<file path="src/rtl/axis_traffic_gen.sv">
// AXI-Stream packet generator: counter/LFSR data, first beat one cycle after start, 1 beat/cycle.
// Backpressure: tdata/tlast hold while tready is low; tvalid never depends on tready combinationally.
module axis_traffic_gen #(
  parameter int DATA_WIDTH = 32,
  parameter int LEN_WIDTH  = 8,
  parameter int CNT_WIDTH  = 8
) (
  input  logic                  m_axis_clk,
  input  logic                  m_axis_rst,
  input  logic                  start,
  input  logic                  mode,
  input  logic [LEN_WIDTH-1:0]  pkt_len,
  input  logic [CNT_WIDTH-1:0]  num_pkts,
  input  logic [DATA_WIDTH-1:0] seed,
  input  logic                  m_axis_tready,
  output logic                  m_axis_tvalid,
  output logic [DATA_WIDTH-1:0] m_axis_tdata,
  output logic                  m_axis_tlast,
  output logic                  busy,
  output logic                  done
);

  typedef enum logic [1:0] {IDLE, SEND, FIN} state_t;

  state_t                 state;
  logic                   mode_q;
  logic [LEN_WIDTH-1:0]   len_q;
  logic [LEN_WIDTH-1:0]   beat_idx;
  logic [CNT_WIDTH-1:0]   num_q;
  logic [CNT_WIDTH-1:0]   pkt_idx;
  logic                   hs;

  assign hs = m_axis_tvalid & m_axis_tready;

  function automatic logic [DATA_WIDTH-1:0] next_data(input logic m,
                                                      input logic [DATA_WIDTH-1:0] d);
    if (m)
      return {d[DATA_WIDTH-2:0], d[DATA_WIDTH-1] ^ d[21] ^ d[1] ^ d[0]};
    else
      return d + DATA_WIDTH'(1);
  endfunction

  // busy covers SEND and FIN, so it drops together with the done pulse.
  always_ff @(posedge m_axis_clk) begin
    if (m_axis_rst) begin
      state         <= IDLE;
      mode_q        <= 1'b0;
      len_q         <= '0;
      num_q         <= '0;
      beat_idx      <= '0;
      pkt_idx       <= '0;
      m_axis_tvalid <= 1'b0;
      m_axis_tdata  <= '0;
      m_axis_tlast  <= 1'b0;
      busy          <= 1'b0;
      done          <= 1'b0;
    end else begin
      case (state)
        IDLE: begin
          done <= 1'b0;
          if (start) begin
            mode_q       <= mode;
            len_q        <= pkt_len;
            num_q        <= num_pkts;
            beat_idx     <= '0;
            pkt_idx      <= '0;
            busy         <= 1'b1;
            // An all-zero LFSR state would lock up, so it is nudged to 1.
            m_axis_tdata <= (mode && seed == '0) ? DATA_WIDTH'(1) : seed;
            m_axis_tlast <= (pkt_len == LEN_WIDTH'(1));
            if (pkt_len == '0 || num_pkts == '0) begin
              state         <= FIN;
              done          <= 1'b1;
              m_axis_tvalid <= 1'b0;
            end else begin
              state         <= SEND;
              m_axis_tvalid <= 1'b1;
            end
          end
        end

        SEND: begin
          if (hs) begin
            m_axis_tdata <= next_data(mode_q, m_axis_tdata);
            if (m_axis_tlast) begin
              beat_idx <= '0;
              pkt_idx  <= pkt_idx + CNT_WIDTH'(1);
              if (pkt_idx == num_q - CNT_WIDTH'(1)) begin
                state         <= FIN;
                done          <= 1'b1;
                m_axis_tvalid <= 1'b0;
                m_axis_tlast  <= 1'b0;
              end else begin
                m_axis_tlast <= (len_q == LEN_WIDTH'(1));
              end
            end else begin
              beat_idx     <= beat_idx + LEN_WIDTH'(1);
              m_axis_tlast <= (beat_idx + LEN_WIDTH'(1) == len_q - LEN_WIDTH'(1));
            end
          end
        end

        FIN: begin
          done  <= 1'b0;
          busy  <= 1'b0;
          state <= IDLE;
        end

        default: begin
          state         <= IDLE;
          m_axis_tvalid <= 1'b0;
          busy          <= 1'b0;
          done          <= 1'b0;
        end
      endcase
    end
  end

endmodule

</file>
<file path="config.mk">
export PLATFORM = sky130hd
export DESIGN_NAME = axis_traffic_gen
export DESIGN_NICKNAME = d
export VERILOG_FILES = /design/src/rtl/axis_traffic_gen.sv
export SDC_FILE = /design/constraint.sdc
export NUM_CORES = 1
export LEC_CHECK = 0
export ABC_AREA = 1
export BUFFER_PORTS_ARGS = -buffer_cell sky130_fd_sc_hd__buf_4
export CAP_MARGIN = 15
export CORE_ASPECT_RATIO = 1.4
export CORE_UTILIZATION = 55
export DETAILED_ROUTE_END_ITERATION = 7
export PLACE_DENSITY = 0.79
export RECOVER_POWER = 25
export REMOVE_ABC_BUFFERS = 1
export SLEW_MARGIN = 0
export SYNTH_ARGS = -nofsm -noshare
export SYNTH_HDL_FRONTEND = slang
export SYNTH_SLANG_ARGS = --single-unit
</file>
<file path="constraint.sdc">
create_clock -name m_axis_clk -period 2 [get_ports m_axis_clk]
set_clock_uncertainty 0.1 [all_clocks]
set_input_delay 0.4 -clock m_axis_clk [delete_from_list [all_inputs] [get_ports m_axis_clk]]
set_output_delay 0.4 -clock m_axis_clk [all_outputs]
set_load 0.005 [all_outputs]
</file>
# Yosys cells after proc, flatten, opt, wreduce, memory -nomap -nowiden
# Index checks and enable logic that the tools add are counted.
[word_totals]
word_cells = 83
output_inout_bits = 36
reg_bits = 71
[op_classes]
n_reduce_logical = 14
n_bitwise = 6
eq_ne = 10
add_sub_neg = 5
mux = 37
[ops]
columns = ["cell", "n"]
rows = [
  ["$mux 32", 4],
  ["$pmux 32 s2", 1],
  ["$mux 8", 5],
  ["$add 32x1->32 const B", 1],
  ["$logic_not 32->1", 1],
  ["$pmux 8 s2", 2],
  ["$add 8x1->8 const B", 2],
  ["$eq 8x1->1 const B", 2],
  ["$eq 8x8->1", 2],
  ["$logic_not 8->1", 2],
  ["$sub 8x1->8 const B", 2],
  ["$mux 1", 15],
  ["$mux 2", 5],
  ["$ne 2x2->1 const B", 4],
  ["$reduce_and 4->1", 2],
  ["$pmux 1 s2", 3],
  ["$reduce_and 3->1", 2],
  ["$reduce_and 5->1", 1],
  ["$pmux 2 s2", 1],
  ["$reduce_and 2->1", 2],
  ["$pmux 1 s3", 1],
  ["$xor 1x1->1", 3],
  ["$eq 2x1->1 const B", 1],
  ["$eq 2x2->1 const B", 1],
  ["6 further kinds", 7],
]

# Logic depth before layout (Yosys ltp)
# Gate-level depths: netlist of run 1.
[depth]
ltp_word = 6
depth_mapped = 14
ltp_nobuf = 14

# Worst setup path after synthesis of run 1
# OpenSTA, ideal clock, no wires.
[synth_path]
kind = "register to register"
from = "reg num_q[0]"
to = "reg m_axis_tvalid"
path_buffers = 0
t_required_ps = 1772
arrival_ps = 1414
path_slack_ps = 358
setup_ps = 128
stages_incl_launch_ff = 11
path_cell_list = "dfxtp_1 -> inv_1 -> ha_1 -> xor2_1 -> o21ai_0 -> nor2_1 -> nand3_1 -> nand2_1 -> nand3_1 -> nand2_1 -> a21oi_1"
[synth_via]
elab_chain_len = 4
[synth_rtl]
columns = ["element", "line", "text"]
rows = [
  ["start: declaration", "29", "logic [CNT_WIDTH-1:0] num_q;"],
  ["start signal: assignment", "64", "num_q <= num_pkts;"],
  ["$sub 8x1->8", "88", "if (pkt_idx == num_q - CNT_WIDTH'(1)) begin"],
  ["$eq 8x8->1", "88", ""],
  ["$ne 2x2->1 (no source line)", "n/a", ""],
  ["$reduce_and 5->1 (no source line)", "n/a", ""],
  ["end signal: assignment", "77", "m_axis_tvalid <= 1'b1;"],
  ["end signal: assignment", "91", "m_axis_tvalid <= 1'b0;"],
  ["end signal: assignment", "111", "m_axis_tvalid <= 1'b0;"],
  ["end: declaration", "16", "output logic m_axis_tvalid,"],
]
# No other way between the ends.
# A chain may end at the register's enable or synchronous reset.

# Final worst setup path of run 1
[layout_path]
from = "reg m_axis_tdata[0]"
to = "reg m_axis_tdata[22]"
[layout_via]
elab_chain_len = 4
[layout_rtl]
columns = ["element", "line", "text"]
rows = [
  ["start: declaration", "17", "output logic [DATA_WIDTH-1:0] m_axis_tdata,"],
  ["start signal: assignment", "69", "m_axis_tdata <= (mode && seed == '0) ? DATA_WIDTH'(1) : seed;"],
  ["start signal: assignment", "84", "m_axis_tdata <= next_data(mode_q, m_axis_tdata);"],
  ["$add 32x1->32", "40", "return d + DATA_WIDTH'(1);"],
  ["$mux 32", "37", "if (m)"],
  ["$mux 32", "83", "if (hs) begin"],
  ["$pmux 32 s2", "58", "case (state)"],
]
# No other way between the ends. The select of a mux whose other input is x is not followed.

==> results of run 1 <==
-- cell usage in the layout (no fill, tap or decap), drive strengths merged, types with 2 or more instances in the layout --
| master | instances |
|---|---|
| o21ai | 73 |
| xnor2 | 8 |
| or2 | 6 |
| a31oi | 2 |
| a221oi | 3 |
| nand4 | 14 |
| o211ai | 16 |
| a22oi | 2 |
| nor3 | 22 |
| clkbuf | 30 |
| ha | 6 |
| nor2 | 85 |
| a21oi | 86 |
| o22ai | 6 |
| buf | 111 |
| o21bai | 2 |
| xor2 | 20 |
| nand3b | 4 |
| nand3 | 51 |
| nor4 | 8 |
| dfxtp | 71 |
| inv | 91 |
| nand2 | 160 |
| o21a | 2 |
-- what timing repair did --
item	4_1_cts	5_1_grt
resized for setup	1	13
setup endpoints to repair	2	14
hold endpoints to repair	0	0
hold buffers	0	0
-- Yosys cell counts (4+ instances only) --
| master | n |
|---|---|
| xor2_1 | 20 |
| o22ai_1 | 6 |
| o21ai_0 | 68 |
| inv_1 | 87 |
| nand3_1 | 50 |
| nand3b_1 | 4 |
| a21oi_1 | 86 |
| clkbuf_1 | 20 |
| buf_2 | 8 |
| nand4_1 | 13 |
| nand2_1 | 157 |
| nor2_2 | 7 |
| nor4_1 | 8 |
| o211ai_1 | 16 |
| dfxtp_1 | 71 |
| o21ai_1 | 4 |
| nor3_1 | 19 |
| buf_1 | 4 |
| nor2_1 | 77 |
| xnor2_1 | 8 |
| ha_1 | 6 |
| inv_2 | 4 |
-- worst register-to-register path: stages, from the launching register on --
cell and delay (ns):
dfxtp_2 0.37, ha_1 0.18, nand2_1 0.09, nor2_2 0.14, nand2_2 0.10, nor2_4 0.15
nand3_1 0.17, nor2_2 0.14, xor2_1 0.14, o21ai_0 0.09, a21oi_1 0.13
-- per-stage QoR --
stage / util / hold slack [ns] / worst slack, ns / cells / instance area [sq um]
after global routing: 0.714 / 0.250 / -0.0150 / 987 / 6110
after detailed placement: 0.679 / 0.373 / 0.0703 / 973 / 5810
after CTS: 0.712 / 0.238 / 0.00902 / 987 / 6090
final: 0.714 / 0.245 / 0.126 / 987 / 6110
after floorplan: - / 0.347 / -0.914 / 741 / 4720
after global placement: 0.679 / 0.361 / 0.152 / 973 / 5810
-- worst paths after layout --
kind / start / end / slack [ns] / cells after the start
min: num_pkts[7] / num_q[7] / 0.24 / 3
max: m_axis_tdata[0] / m_axis_tdata[22] / 0.13 / 10
max reg2reg: m_axis_tdata[0] / m_axis_tdata[22] / 0.13 / 10
min reg2reg: beat_idx[7] / beat_idx[7] / 0.39 / 2
-- power by group through the flow --
stage	Clock, W	Sequential (W)	Combinational [W]
final	0.00156	0.00202	0.00280
after global routing	0.00163	0.00206	0.00310
after CTS	0.00157	0.00200	0.00277
after detailed placement	0	0.00203	0.00273
after global placement	0	0.00202	0.00266
after floorplan	0	0.00206	0.00157
-- area by class of cell --
| cell class | count | area, sq um | area share |
|---|---|---|---|
| Sequential cell | 71 | 1430 | 0.233 |
| Timing Repair Buffer | 127 | 938 | 0.153 |
| Clock buffer | 14 | 284 | 0.0464 |
| Tap cell | 105 | 131 | 0.0215 |
| Multi-Input combinational cell | 579 | 2990 | 0.490 |
| Inverter | 91 | 342 | 0.0559 |
-- flip-flops by register name (all words and copies together) (netlist names), 2 cells and up --
register	count
state	2
beat_idx	8
num_q	8
pkt_idx	8
m_axis_tdata	32
len_q	8
-- logic make-up (layout without fill, tap and decap cells) --
group	count (synthesis)	count (layout)	share of synthesized area
adder cells (fa/ha/maj)	6	6	0.0155
flip-flops	71	71	0.293
AO/OA/AOI/OAI	193	193	0.218
buffers and inverters	123	232	0.0972
XOR/XNOR	28	28	0.0505
AND/OR/NAND/NOR	352	352	0.326
-- routing by layer --
layer,routed length [um],track usage,share of wire,vias up
met3,897,0.0685,0.059,55
met2,7850,0.609,0.51,247
met1,5830,0.364,0.38,2552
met5,0,0,0,-
met4,748,0.201,0.049,0
li1,-,-,-,2778
==> summary.txt, run 1 <==
STA
  • Finish-stage setup viols: 0
  • Final setup TNS: 0 ns
  • Worst-Margin Slew: around 0.52 ns
  • Max_slew headroom: 0.656
  • Final hold violations: 0
  • Max frequency: approximately 0.53 GHz
  • Min Clock Period, post-route: 1.87 ns
  • Max-slew violation count: 0
  • Final worst-path cycle share: 0.937

Worst setup path
  • Crit-path max FO: 6
  • CP required: 2.17 ns
  • CP endpoint kind: flop
  • Max incr delay on CP: 0.37 ns
  • Crit-path most repeated cell: nor2_2
  • Delay-heaviest family, CP: simple AND/OR/NAND/NOR gates
  • Crit start category: flop
  • Slowest stage cell on the critical path: dfxtp_2
  • CP Class: reg -> reg
  • CP arrival: 2.04 ns
  • Crit path buffers/inverters: 0
  • CP Cell Sequence: ha_1 -> nand2_1 -> nor2_2 -> nand2_2 -> nor2_4 -> nand3_1 -> nor2_2 -> xor2_1 -> o21ai_0 -> a21oi_1

Global routing
  • Global-route wire length before repair: 24,500 um
  • Largest net degree at the start of global routing: 34
  • Antenna violations before repair: 0
  • Total congestion overflow: 0
  • Global-route usage over all layers: 0.344
  • Vias in the first global route: 5,412

Final layout
  • Ant. Diodes: 0
  • Area grow syn2layout: 26.0%
  • Layout Nets: 938
  • Fill cells: 730
  • Layout cells sized above 1: 0.194

Routing
  • DRT iter0 DRCs: 404
  • WL/cell: 15.5 um
  • DRC viols: 0
  • Antenna Nets Post-Route: 0
  • Vias: roughly 5.6k
  • DR vias/cell: 5.71
  • Routed wire length: 15,300 um
  • Pre-Repair DR Iteration Count: 6

CTS
  • CTS sink count: 71
  • Clock Path Buffers: 2
  • Reg clk slew, reported paths: about 0.060 ns
  • CTS H-tree depth: 3
  • Worst-skew pair later-pin latency: 0.33 ns
  • TritonCTS Buffers: 9
  • Root Buffer: clkbuf_16
  • CTS tree: done
  • Post-CTS Setup Repair Bufs: 0

Synth
  • Syn_area_per_cell: 6.28 sq um
  • Sequential element share of the synthesized area: 0.293
  • Synthesis Warnings: 0
  • Post-synth top area share: 0.293
  • Mapped Cells: 773
  • Ys flop type: dfxtp_1
  • Post-synth EDFFs: 0
  • Flops & latches, synth: 71
  • Yosys cell types: 40
  • Cell area after synthesis: 4850 sq um
  • Yosys top cell by area: dfxtp_1
  • Top cells by area, synth: dfxtp_1, nand2_1, a21oi_1
  • FFs w/ async S/R, synth: 0

Power
  • P_sw: between 0.002 and 0.003 W
  • Reg power frac: 0.317
  • Clock network power share: 0.244
  • Sw Share: 0.407
  • P_int: approximately 0.0038 W
  • P_leak: 2.73 nW
  • Tot Pwr: 0.00637 W
  • Pwr dens: 1040 nW/um^2
  • IR drop worst, VDD: 0.000692 V
  • Gate power share: 0.439

Placement
  • Port bufs: 88
  • RePlAce Congestion: between 0.9 and 1
  • DPL Wire Length: 11,300 um

Flow run
  • Max_cap viols: 0

Die
  • Core ar.: 8560 sq um
  • Starting Density: 0.567
  • Rows: 40
  • Die X: 81.4 um
  • Top-Level Pins: 89
  • Die Span Y: approximately 110 um
  • DIE AREA: 9210 sq um

Run status
  • Status: complete, no violations

Min path
  • Hold Crit Class: in -> reg
No activity file was read; power rests on OpenSTA's default activity.
==> run 2, diff against run 1 <==
BUFFER_PORTS_ARGS = unset   (was -buffer_cell sky130_fd_sc_hd__buf_4)
DONT_BUFFER_PORTS = 1   (was unset)
PLACE_DENSITY = 0.7   (was 0.79)
==> run 2 against run 1 <==
Against the previous run:
- design area down 11%
- highest routed layer unchanged
- total power down 6.1%
- combinational power down 14%
==> summary.txt, run 2 (synthesis gave the netlist of run 1 again) <==
CTS
  • Root Buffer: clkbuf_16
  • CTS sink count: 71
  • CTS tree: done
  • Worst-skew pair later-pin latency: around 0.34 ns
  • CTS H-tree depth: 3
  • Clock Path Buffers: 2
  • TritonCTS Buffers: 9
  • Reg clk slew, reported paths: 0.06 ns

Final layout
  • Layout cells sized above 1: 0.107
  • Max reg flops: 32
  • Most frequent cells in the layout: nand2_1, inv_1, a21oi_1, nor2_1, dfxtp_1
  • Fill cells: between 800 and 900
  • Final instance area: 5440 sq um
  • Most common cell after layout, fill and taps aside: nand2_1
  • Area grow syn2layout: 12.1%
  • Final std cells w/o fill: 898
  • Layout Nets: ~850
  • Ant. Diodes: 0
  • Biggest register: m_axis_tdata

Placement
  • Port bufs: 0
  • RePlAce Congestion: between 0.9 and 1
  • DPL Wire Length: roughly 10,000 um
  • Placed Cells incl. Taps: 882
  • Placed Area: between 5000 and 6000 sq um

Global routing
  • Global-route usage over all layers: 0.309
  • Global-route wire length before repair: 22,000 um
  • Total congestion overflow: 0
  • Antenna violations before repair: 0
  • Largest net degree at the start of global routing: 53
  • Vias in the first global route: 4,692

Die
  • Starting Density: 0.567
  • Die Span Y: 113 um
  • Core ar.: 8560 sq um
  • Top-Level Pins: 89
  • DIE AREA: 9210 sq um
  • Rows: 40
  • Die X: roughly 81 um

Worst setup path
  • Slowest stage cell on the critical path: dfxtp_1
  • CP Class: reg -> reg
  • CP required: between 2 and 2.5 ns
  • Delay-heaviest family, CP: simple AND/OR/NAND/NOR gates
  • CP Cell Sequence: nand2_1 -> nor2_1 -> inv_1 -> nor2_2 -> nand3_1 -> xor2_1 -> o21ai_0 -> a21oi_1
  • Crit-path max FO: 5
  • Worst reg2reg setup slack: 0.17 ns
  • CP endpoint kind: flop
  • CP arrival: 1.96 ns
  • Max incr delay on CP: 0.43 ns
  • Crit path buffers/inverters: 1
  • Crit start category: flop

STA
  • Min Clock Period, post-route: 1.83 ns
  • Max-slew violation count: 0
  • Worst-Margin Slew: 0.567 ns
  • Final hold violations: 0
  • Max_slew headroom: 0.622
  • Max frequency: 0.546 GHz
  • Final worst-path cycle share: 0.916
  • Finish-stage setup viols: 0

Run status
  • Status: complete, no violations

Flow run
  • Max_cap viols: 0

Routing
  • Routed wire length: approximately 14,000 um
  • DR vias/cell: 5.72
  • Pre-Repair DR Iteration Count: 5
  • WL/cell: around 15 um
  • Vias: 5,138
  • Antenna Nets Post-Route: 0
  • DRC viols: 0
  • DRT iter0 DRCs: 332

Power
  • P_leak: approximately 2.3 nW
  • Pwr dens: between 1000 and 1500 nW/um^2
  • IR drop worst, VDD: slightly below 0.0009 V

Min path
  • Hold Crit Class: in -> reg
-- run 2: changes by cell type in the layout (fill, tap and decap cells not counted), sizes merged --
cell,change
clkinv,+2
clkinvlp,+2
buf,-77
inv,+3
clkbuf,-19
-- run 2: final timing paths --
check / startpoint / end / cells past startpoint
worst max-delay path: m_axis_tdata[10] / m_axis_tdata[19] / 8
worst min-delay path: m_axis_rst / beat_idx[5] / 1
worst max register to register: m_axis_tdata[10] / m_axis_tdata[19] / 8
worst min register to register: beat_idx[7] / beat_idx[7] / 2
-- run 2: report_power, final --
part / total [W] / internal, W / switching (W)
registers: 0.00203 / 0.00170 / 0.000327
logic: 0.00241 / 0.000867 / 0.00154
clock network: 0.00155 / 0.000853 / 0.000693
-- run 2: cell type report --
| type | instances | area (sq um) | area share |
|---|---|---|---|
| clock buffers | 9 | 225 | 0.0414 |
| clock inverters | 7 | 55.1 | 0.0101 |
| inverters | 91 | 342 | 0.0628 |
| multi-input cells | 579 | 3000 | 0.551 |
| flip-flops and latches | 71 | 1430 | 0.262 |
| well taps | 105 | 131 | 0.0241 |
| repair buffers | 36 | 263 | 0.0483 |
-- run 2: metrics by stage --
stage / setup slack, ns / utilization / setup TNS [ns] / total power (W) / hold WS (ns)
after floorplan: -0.914 / - / -25.62 / 0.00362 / 0.347
after global placement: 0.120 / 0.599 / 0 / 0.00437 / 0.358
after detailed placement: 0.0669 / 0.599 / 0 / 0.00442 / 0.364
after CTS: 0.0381 / 0.631 / 0 / 0.00596 / 0.0163
after global routing: -0.000994 / 0.636 / -0.000994 / 0.00643 / 0.0138
final: 0.167 / 0.636 / 0 / 0.00598 / 0.0215
-- run 2: metal layers --
metal | routed length (um) | track usage | up-vias
met1 | 5890 | 0.386 | 2324
met2 | 6290 | 0.489 | 169
met5 | 0 | 0 | -
li1 | - | - | 2612
met4 | 390 | 0.131 | 0
met3 | 1080 | 0.0863 | 33
-- run 2: repair_timing --
item	4_1_cts	5_1_grt
hold buffers	0	0
resized for setup	0	15
buffers inserted	0	0
endpoints found under the setup margin	0	11
